**src/rtl/pry2oht_rr_if.sv**
```systemverilog
// Request/grant bundle between requesters and the round-robin arbiter.
// Latency: none, plain wires.
// Backpressure: ack from the consumer side; the arbiter holds its grant until ack.
//
// Ports:
//   req : one bit per requester, held until that requester is granted and acked
//   ack : the downstream side accepts the current grant this cycle
//   oht : one-hot grant
//   bin : binary index of oht, 0 when nothing is granted
//   vld : a grant is present (|oht)
interface pry2oht_rr_if #(
    parameter int WIDTH = 8
);
    localparam int BW = $clog2(WIDTH);

    logic [WIDTH-1:0] req;
    logic             ack;
    logic [WIDTH-1:0] oht;
    logic [BW-1:0]    bin;
    logic             vld;

    // Requester / consumer side.
    modport master (
        output req,
        output ack,
        input  oht,
        input  bin,
        input  vld
    );

    // Arbiter side.
    modport slave (
        input  req,
        input  ack,
        output oht,
        output bin,
        output vld
    );
endinterface

```
**src/rtl/pry2oht_rr.sv**
```systemverilog
// Registered round-robin arbiter: one-hot + binary grant out of WIDTH requests.
// Latency: req->grant combinational; mask/lock state updates on the next clk edge.
// Backpressure: an un-acked grant is locked and held until ack or until its request drops.
//
// Ports:
//   clk : clock, all state on the rising edge
//   rst : synchronous active-high reset; grant outputs are forced to 0 while high
//   bus : pry2oht_rr_if slave (req, ack in; oht, bin, vld out)

// Priority-to-one-hot converter: keeps only the highest-priority set bit.
// Latency: purely combinational.
// Backpressure: none.
//
// Ports:
//   req : request vector
//   oht : one-hot of the winning request, '0 when req is '0
module pry2oht #(
    parameter int WIDTH          = 8,
    parameter int SPLIT          = 3,
    parameter     DIRECTION      = "LSB",
    parameter int IMPLEMENTATION = 0
) (
    input  logic [WIDTH-1:0] req,
    output logic [WIDTH-1:0] oht
);
    // All implementations below are written LSB-first; for MSB priority the
    // vector is mirrored on the way in and on the way out.
    logic [WIDTH-1:0] r_l;
    logic [WIDTH-1:0] o_l;

    for (genvar i = 0; i < WIDTH; i++) begin : g_dir
        if (DIRECTION == "MSB") begin : g_msb
            assign r_l[i] = req[WIDTH-1-i];
            assign oht[i] = o_l[WIDTH-1-i];
        end else begin : g_lsb
            assign r_l[i] = req[i];
            assign oht[i] = o_l[i];
        end
    end

    if (IMPLEMENTATION == 1) begin : g_tree
        // Two-level tree: SPLIT-bit groups first pick a winning group, then a
        // winning bit inside it.
        localparam int NG = (WIDTH + SPLIT - 1) / SPLIT;

        logic [NG-1:0] g_any;

        for (genvar g = 0; g < NG; g++) begin : g_grp
            localparam int LO = g * SPLIT;
            localparam int HI = (LO + SPLIT - 1 < WIDTH) ? LO + SPLIT - 1 : WIDTH - 1;

            logic below;  // some lower group already has a request
            logic g_win;

            assign g_any[g] = |r_l[HI:LO];

            if (g == 0) begin : g_first
                assign below = 1'b0;
            end else begin : g_rest
                assign below = |g_any[g-1:0];
            end

            assign g_win = g_any[g] & ~below;

            for (genvar j = LO; j <= HI; j++) begin : g_bit
                if (j == LO) begin : g_lo
                    assign o_l[j] = g_win & r_l[j];
                end else begin : g_hi
                    assign o_l[j] = g_win & r_l[j] & ~(|r_l[j-1:LO]);
                end
            end
        end
    end else if (IMPLEMENTATION == 2) begin : g_adder
        // Two's-complement isolate-lowest-set-bit.
        assign o_l = r_l & (~r_l + WIDTH'(1));
    end else begin : g_loop
        // Ripple scan. Once a winner is found, every later (lower priority)
        // bit is ANDed with 0, so an X there cannot reach the output.
        always_comb begin
            logic found;
            found = 1'b0;
            o_l   = '0;
            for (int i = 0; i < WIDTH; i++) begin
                o_l[i] = r_l[i] & ~found;
                found  = found | r_l[i];
            end
        end
    end
endmodule

module pry2oht_rr #(
    parameter int WIDTH          = 8,
    parameter int SPLIT          = 3,
    parameter     DIRECTION      = "LSB",
    parameter int IMPLEMENTATION = 0,
    parameter     MODE           = "RR"
) (
    input  logic         clk,
    input  logic         rst,
    pry2oht_rr_if.slave  bus
);
    localparam int BW      = $clog2(WIDTH);
    localparam bit ROTATE  = (MODE == "RR");
    localparam bit PRI_MSB = (DIRECTION == "MSB");

    // State.
    logic [WIDTH-1:0] msk;      // requesters still eligible this round
    logic             lck;      // an un-acked grant is being held
    logic [WIDTH-1:0] hld;      // the held one-hot grant

    logic [WIDTH-1:0] msk_nxt;
    logic             lck_nxt;
    logic [WIDTH-1:0] hld_nxt;

    // Arbitration.
    logic [WIDTH-1:0] mreq;
    logic [WIDTH-1:0] oht_m;    // winner among masked requests
    logic [WIDTH-1:0] oht_u;    // winner among all requests
    logic [WIDTH-1:0] oht_arb;
    logic [WIDTH-1:0] oht_int;
    logic [BW-1:0]    bin_int;
    logic             vld_int;
    logic             locked;

    assign mreq = bus.req & msk;

    pry2oht #(
        .WIDTH          (WIDTH),
        .SPLIT          (SPLIT),
        .DIRECTION      (DIRECTION),
        .IMPLEMENTATION (IMPLEMENTATION)
    ) u_pry_msk (
        .req (mreq),
        .oht (oht_m)
    );

    pry2oht #(
        .WIDTH          (WIDTH),
        .SPLIT          (SPLIT),
        .DIRECTION      (DIRECTION),
        .IMPLEMENTATION (IMPLEMENTATION)
    ) u_pry_all (
        .req (bus.req),
        .oht (oht_u)
    );

    always_comb begin
        // An empty masked set means the round is exhausted (including the
        // wrapped msk='0 case), so fall back to the full request vector.
        oht_arb = (|mreq) ? oht_m : oht_u;

        // The lock only counts while the held requester is still asking;
        // if it drops, we re-arbitrate in the same cycle.
        locked = lck & (|(bus.req & hld));

        if (rst) begin
            oht_int = '0;
        end else if (locked) begin
            oht_int = hld;
        end else begin
            oht_int = oht_arb;
        end

        vld_int = |oht_int;

        bin_int = '0;
        for (int i = 0; i < WIDTH; i++) begin
            if (oht_int[i]) begin
                bin_int = bin_int | BW'(i);
            end
        end
    end

    assign bus.oht = oht_int;
    assign bus.bin = bin_int;
    assign bus.vld = vld_int;

    // Next state.
    always_comb begin
        msk_nxt = msk;
        lck_nxt = 1'b0;
        hld_nxt = '0;

        if (vld_int && bus.ack) begin
            if (ROTATE) begin
                if (PRI_MSB) begin
                    // Bits strictly below the granted one.
                    msk_nxt = oht_int - WIDTH'(1);
                end else begin
                    // Bits strictly above the granted one; '0 after the top bit.
                    msk_nxt = ~(oht_int | (oht_int - WIDTH'(1)));
                end
            end
        end else if (vld_int) begin
            lck_nxt = 1'b1;
            hld_nxt = oht_int;
        end
    end

    always_ff @(posedge clk) begin
        if (rst) begin
            msk <= '1;
            lck <= 1'b0;
            hld <= '0;
        end else begin
            msk <= msk_nxt;
            lck <= lck_nxt;
            hld <= hld_nxt;
        end
    end
endmodule

```
**src/flat_wrapper.sv**
```systemverilog
// flat-port wrapper written by rule: the top's interface ports become plain ports
module pry2oht_rr_flat 
#(
    parameter int WIDTH          = 8,
    parameter int SPLIT          = 3,
    parameter     DIRECTION      = "   ",
    parameter int IMPLEMENTATION = 0,
    parameter     MODE           = "  "
)
  (clk, rst, bus_req, bus_ack, bus_oht, bus_bin, bus_vld);
  pry2oht_rr_if #(.WIDTH(WIDTH)) bus_i ();
  input  logic clk;
  input  logic rst;
  input wire logic [$bits(bus_i.req)-1:0] bus_req;
  input wire logic [$bits(bus_i.ack)-1:0] bus_ack;
  output wire logic [$bits(bus_i.oht)-1:0] bus_oht;
  output wire logic [$bits(bus_i.bin)-1:0] bus_bin;
  output wire logic [$bits(bus_i.vld)-1:0] bus_vld;
  assign bus_i.req = bus_req;
  assign bus_i.ack = bus_ack;
  assign bus_oht = bus_i.oht;
  assign bus_bin = bus_i.bin;
  assign bus_vld = bus_i.vld;
  pry2oht_rr #(.WIDTH(WIDTH), .SPLIT(SPLIT), .DIRECTION(DIRECTION), .IMPLEMENTATION(IMPLEMENTATION), .MODE(MODE)) u_core (.clk(clk), .rst(rst), .bus(bus_i));
endmodule
```
**config.mk**
```make
export PLATFORM = sky130hd
export DESIGN_NAME = pry2oht_rr_flat
export DESIGN_NICKNAME = d
export VERILOG_FILES = /design/src/rtl/pry2oht_rr_if.sv /design/src/rtl/pry2oht_rr.sv /design/src/flat_wrapper.sv
export SDC_FILE = /design/constraint.sdc
export NUM_CORES = 1
export LEC_CHECK = 0
export ABC_CLOCK_PERIOD_IN_PS = 2000
export CAP_MARGIN = 0
export CORE_MARGIN = 2
export CORE_UTILIZATION = 42
export DETAILED_ROUTE_END_ITERATION = 10
export PLACE_DENSITY_LB_ADDON = 0.12
export SLEW_MARGIN = 10
export SYNTH_ARGS = -nofsm -noshare
export SYNTH_HDL_FRONTEND = slang
export SYNTH_SLANG_ARGS = --single-unit
```
**constraint.sdc**
```tcl
create_clock -name clk -period 2 [get_ports clk]
set_input_delay 0.3 -clock clk [delete_from_list [all_inputs] [get_ports clk]]
set_output_delay 0.3 -clock clk [all_outputs]
set_load 0.02 [all_outputs]
```
==> results of run 1 <==
## final cells by class
cell class | instances | area, µm²
Timing Repair Buffer | 55 | 475
Clock buffer | 4 | 26.3
Multi-Input combinational cell | 59 | 548
Fill cell | 30 | 58.8
Tap cell | 15 | 18.8
Sequential cell | 9 | 183
Inverter | 2 | 7.51
## sequential cells by signal, indices dropped and copies added (netlist names)
name        cells
u_core.lck      1
u_core.hld      8
## layer usage
metal / up-vias / share of wire, % / wire [µm]
met2: 121 / 44 / 1480
met5: - / 0 / 0
met4: 0 / 6.3 / 212
li1: 383 / - / -
met3: 27 / 15 / 505
met1: 414 / 34 / 1150
## stage by stage
stage,util (%),total power [W],TNS [ns]
after floorplan,-,0.000235,-0.00145
after global placement,76.4,0.000300,-8.99
after detailed placement,76.4,0.000302,-9.67
after CTS,89.6,0.000447,-2.89
after global routing,95.5,0.000490,-3.78
final,95.5,0.000475,-3.10
## worst reg2reg max path: stages, from the launching register on
cell	delay, ns
dfxtp_2	0.33
a22o_1	0.24
o41ai_4	0.37
buf_4	0.18
buf_12	0.16
mux2i_4	0.29
buf_6	0.12
buf_6	0.08
buf_6	0.07
nor2_1	0.04
## worst max path at each step
stage                 endpoint     startpoint  slack, ns
floorplan           bus_bin[2]     bus_req[0]     -0.001
global placement    bus_oht[0]     bus_req[3]      -0.75
detailed placement  bus_oht[2]     bus_req[3]      -0.78
CTS                 bus_oht[6]  u_core.hld[4]      -0.32
global route        bus_oht[6]  u_core.hld[3]      -0.39
finish              bus_oht[3]     bus_req[3]      -0.34
## timing repair
action                                  4_1_cts  5_1_grt
gates cloned                                  1        0
gates resized for setup                      88        9
pin swaps                                     6        6
endpoints found under the setup margin       12       13
setup buffers                                 3        7
## placed cells by master (no fill, tap or decap), types with 2 or more instances in the layout
cell type        count
clkbuf_4             3
buf_4               30
nor3_1               3
clkdlybuf4s50_1      2
nor4_1               4
dfxtp_2              2
and3_1               2
nor2_1              15
buf_6                8
a22o_1               4
dfxtp_1              7
dlygate4sd2_1        8
mux2i_4              8
nor2_2               5
buf_2                4
o31ai_1              2
## power groups by stage
stage	registers, W	clock network (W)	logic, W
2_1_floorplan	0.000188	0	0.0000465
6_report	0.000186	0.000143	0.000146
5_1_grt	0.000186	0.000154	0.000150
3_5_place_dp	0.000189	0	0.000113
3_3_place_gp	0.000189	0	0.000111
4_1_cts	0.000186	0.000138	0.000123
## logic make-up after synthesis
family          count (synthesis)  share of synthesized area, %
buf+inv                         6                          6.40
compound gates                 11                          17.8
mux                             8                          13.2
simple gates                   40                          32.9
flops                           9                          29.8
==> out/qor.yml, run 1 <==
outcome: "complete, but fails checks"
violations: "negative setup slack"
worstHoldStart: "u_core.hld[0]"
grt_pass1_wl_um: 4080
period_share_pct: 117
syn-cell-area_um2: 606
drive_above_1_share_pct: 53.5
setup_violations: 13
initial_core_util_pct: 46.0
hold_end: "u_core.hld[0]"
ant_nets: 0
grt_pass1_vias: 833
grt_overflow: 0
leakagePower_nw: 0.546
clock.fmax_mhz: 428
cts_hold_buf: 0
core_area_um2: 1320
drt-vias-per-instance: 6.56
drcViolationCount: 0
die_height_um: 42.0
dr.pass1.iters: 4
place_area_um2: 1010
startpoint_type: "input pin"
stdcell_count: 144
dp_slack_ns: -0.778
wirelength_um: 3350
crit_type: "in2out"
cp.required_ns: 1.70
initialDrtViolationCount: 102
seq_power_share_pct: 39.2
grt_max_degree: 13
diodes: 0
cts_tree: "built"
synth_edf_count: 0
whs_ns: 0.628
grt_use_total_pct: 31.5
drv_cap: 0
timing.slew.headroom_pct: 58.0
fin_crit_ns: 2.34
io_pins: 23
synthTopCellsByCount: "nor2_1 (20), dfxtp_1 (9), mux2i_1 (8), nor4_1 (5), a22o_1 (4)"
grt-busiest-layer: "met2"
critPathSlowestCell: "o41ai_4"
nNetsFinal: 141
drv_slew: 0
ir_worst_vdd_mv: 0.394
tightestPinTransition_ns: 0.625
wl_per_cell_um: 23.2
r2r.worst_path.cells: 9
crit_path_max_fanout: 7
rr_endpoint: "u_core.hld[4]"
swShare_pct: 31.1
grt_util_met3_pct: 1.72
crit_family: "buffers and inverters"
gr-usage-met1_pct: 39.3
finish.instance_area_um2: 1260
comb_power_share_pct: 30.7
rr_startpoint: "u_core.hld[3]"
critPathArrivalTime_ns: 2.04
synth_most_common_cell: "nor2_1"
clockPowerShare_pct: 30.2
hp-class: "reg2reg"
worstSkewPairLatency_ns: 0.26
finClkSkew_ns: 0.00225
avgSynthCellArea_um2: 8.18
layout_setup_ws_ns: -0.337
clockBufferDepth: 2
syn_inst: 74
synth-seq-cells: 9
place.gp.congestion: 0.836
crit_chain: "dlygate4sd2_1 > a22o_1 > o41ai_4 > buf_4 > buf_12 > mux2i_4 > nor2_2 > buf_6"
async_flop_share_pct: 0
hold_viol_final: 0
crit_path_end_kind: "output port"
synth_cell_type_count: 28
die_w_um: 42.0
io_buffer_count: 22
netlist.area_leader.share_pct: 29.8
antenna_found_initial: 0
h-tree-depth: 1
synth-seq-area-share_pct: 29.8
synth_top_area_cell: "dfxtp_1"
die_area_um2: 1760
ff2ff_setup_slack_ns: 0
vias: 945
powerDensity_nw_per_um2: 377
cts_root_buf: "clkbuf_4"
synthTopCellsByArea: "dfxtp_1 (30%), mux2i_1 (13%), nor2_1 (12%)"
dp_hpwl_um: 1470
clkTransAtPathRegs_ns: 0.07
cts_made_buffers: 3
rsz0062_at_grt: "true"
synth_warnings: 0
rows: 13
power_switching_w: 0.000148
path_buf_inv: 4
slowest_delay_ns: 0.37
p_int_w: 0.000327
crit_cells: 8
whs_path_depth: 2
area_delta_synth_final_pct: 108
clock_sinks: 9
syn-num-nets: 85
grt_use_met2_pct: 54.1
synth_ff_type: "dfxtp_1"
place_inst: 129
(Power assumes the default switching activity.)
==> run 2: changes to the inputs <==
--- a/config.mk
+++ b/config.mk
@@ -5,12 +5,14 @@
 export SDC_FILE = /design/constraint.sdc
 export NUM_CORES = 1
 export LEC_CHECK = 0
-export ABC_CLOCK_PERIOD_IN_PS = 2000
+export ABC_CLOCK_PERIOD_IN_PS = 2220
 export CAP_MARGIN = 0
 export CORE_MARGIN = 2
 export CORE_UTILIZATION = 42
+export CTS_CLUSTER_SIZE = 20
 export DETAILED_ROUTE_END_ITERATION = 10
 export PLACE_DENSITY_LB_ADDON = 0.12
+export SKIP_LAST_GASP = 1
 export SLEW_MARGIN = 10
 export SYNTH_ARGS = -nofsm -noshare
 export SYNTH_HDL_FRONTEND = slang
==> constraint.sdc (replaced) <==
create_clock -name clk -period 2.22 [get_ports clk]
set_input_delay 0.333 -clock clk [delete_from_list [all_inputs] [get_ports clk]]
set_output_delay 0.333 -clock clk [all_outputs]
set_load 0.02 [all_outputs]
==> out/qor.yml, run 2 (synthesis gave the netlist of run 1 again) <==
outcome: "complete, but fails checks"
violations: "negative setup slack"
final_common_cell: "buf_4"
hp-class: "in2reg"
clock.fmax_mhz: 417
drv_cap: 0  # unchanged
finClkSkew_ns: 0.00435  # +0.00210 ns
fin_crit_ns: 2.40
crit_type: "reg2out"
cts_hold_buf: 0  # unchanged
top_register: "u_core.hld"
clock_sinks: 9  # unchanged
critPathSlowestCell: "o41ai_4"
hold_viol_final: 0  # unchanged
dp_hpwl_um: 1520  # +3.2%
crit_chain: "a22o_1 > o41ai_4 > buf_4 > buf_12 > mux2i_4 > nor2_1 > buf_2"
initialDrtViolationCount: 62  # -39%
vias: 917  # -3.0%
dr.pass1.iters: 4  # unchanged
whs_ns: 0.630  # +0.00227 ns
diodes: 0  # unchanged
die_area_um2: 1760  # unchanged
fillCellCount: 48  # +60%
crit_path_end_kind: "output port"
h-tree-depth: 1  # unchanged
drv_slew: 0  # unchanged
wl_per_cell_um: 21.4  # -7.9%
grt_overflow: 0  # unchanged
antenna_found_initial: 0  # unchanged
grt_max_degree: 9  # -4
initial_core_util_pct: 46.0  # unchanged
timing.slew.headroom_pct: 69.1  # +11 points
die_w_um: 42.0  # unchanged
io_pins: 23  # unchanged
tns_ns: -1.37  # +1.73 ns
io_buffer_count: 22  # unchanged
rows: 13  # unchanged
place.gp.congestion: 0.848  # +1.5%
cts_tree: "built"
powerDensity_nw_per_um2: 357  # -5.4%
period_share_pct: 108
clkTransAtPathRegs_ns: 0.08  # about the same
nNetsFinal: 144  # +2.1%
ant_nets: 0  # unchanged
grt_pass1_vias: 895  # +7.4%
crit_path_max_fanout: 7  # unchanged
core_area_um2: 1320  # unchanged
wirelength_um: 3150  # -5.9%
largest_reg_flops: 8  # unchanged
cp.required_ns: 1.89  # +0.19 ns
dp_slack_ns: -0.661  # +0.117 ns
worstSkewPairLatency_ns: 0.28  # +0.02 ns
grt_use_total_pct: 33.0  # +1.5 points
path_buf_inv: 3  # -1
cts_root_buf: "clkbuf_4"
tightestPinTransition_ns: 0.460  # -0.165 ns
grt_pass1_wl_um: 4300  # +5.2%
slowest_delay_ns: 0.38  # about the same
finish.instance_area_um2: 1220  # -2.7%
layout_setup_ws_ns: -0.179  # +0.158 ns
drt-vias-per-instance: 6.24  # -4.9%
startpoint_type: "flip-flop"
area_delta_synth_final_pct: 102
cts_made_buffers: 3  # unchanged
crit_family: "compound AO/OA/AOI/OAI gates"
clockBufferDepth: 2  # unchanged
ir_worst_vdd_mv: 0.320  # -19%
stdcell_count: 147  # +2.1%
die_height_um: 42.0  # unchanged
setup_violations: 12  # -1
drcViolationCount: 0  # unchanged
largestRegisters: "u_core.hld x8, u_core.lck x1"
drive_above_1_share_pct: 53.0  # -0.46 points
place_area_um2: 1010  # -0.13%
leakagePower_nw: 0.555  # +1.6%
critPathArrivalTime_ns: 2.07  # +0.03 ns
place_inst: 131  # +1.6%
final_cell_mix: "buf_4 (37), nor2_1 (19), dlygate4sd2_1 (9)"
rsz0062_at_grt: "true"
run 2: changes by cell type in the layout (fill, tap and decap cells not counted), moves of 2 or more:
cell,delta
nor2_1,+4
buf_4,+7
mux2i_4,-3
buf_6,-6
buf_2,+2
nor2_2,-4
mux2i_2,+3
run 2: worst register-to-register path, stage by stage (launching register included):
cell and delay [ns]:
dfxtp_2 0.34, a22o_1 0.25, o41ai_4 0.38, buf_4 0.18, buf_12 0.15, mux2i_4 0.25, buf_4 0.13, buf_4 0.09
buf_4 0.09, nor2_1 0.04
run 2: through the flow:
step / power, W / util [%]
after floorplan: 0.000210 / -
after global placement: 0.000272 / 76.4
after detailed placement: 0.000274 / 76.4
after CTS: 0.000413 / 85.2
after global routing: 0.000449 / 93.0
final: 0.000437 / 93.0
run 2: cell type report:
class                           count  area [µm²]  area share (%)
Clock buffer                        3        22.5            1.84
Multi-Input combinational cell     59         514            42.0
Tap cell                           15        18.8            1.53
Clock inverter                      1        5.00           0.409
Timing Repair Buffer               58         474            38.7
Inverter                            2        7.51           0.613
Sequential cell                     9         183            14.9
run 2: path summary, 6_finish.rpt:
kind | from | endpoint | slack [ns] | cells after the start
setup / recovery | u_core.hld[3] | bus_oht[2] | -0.18 | 7
hold / removal | bus_ack | u_core.hld[6] | 0.63 | 2
setup reg to reg | u_core.hld[3] | u_core.hld[2] | 0.20 | 9
hold reg to reg | u_core.hld[0] | u_core.hld[0] | 0.68 | 3
run 2: timing repair:
item,in CTS,in global routing
pin swaps,7,4
endpoints found under the setup margin,12,11
setup buffers,8,3
gates resized for setup,70,17
gates cloned,1,0
run 2: layer usage:
metal	global-route usage, %	share of wire (%)	vias to the layer above
li1	-	-	391
met1	38.3	40	432
met2	55.0	46	74
met3	6.47	9.2	20
met4	20.6	5.0	0
met5	0	0	-
run 2: power breakdown:
group | internal (W) | switching [W]
registers | 0.000164 | 0.00000300
logic | 0.0000623 | 0.0000669
clock network | 0.0000668 | 0.0000736
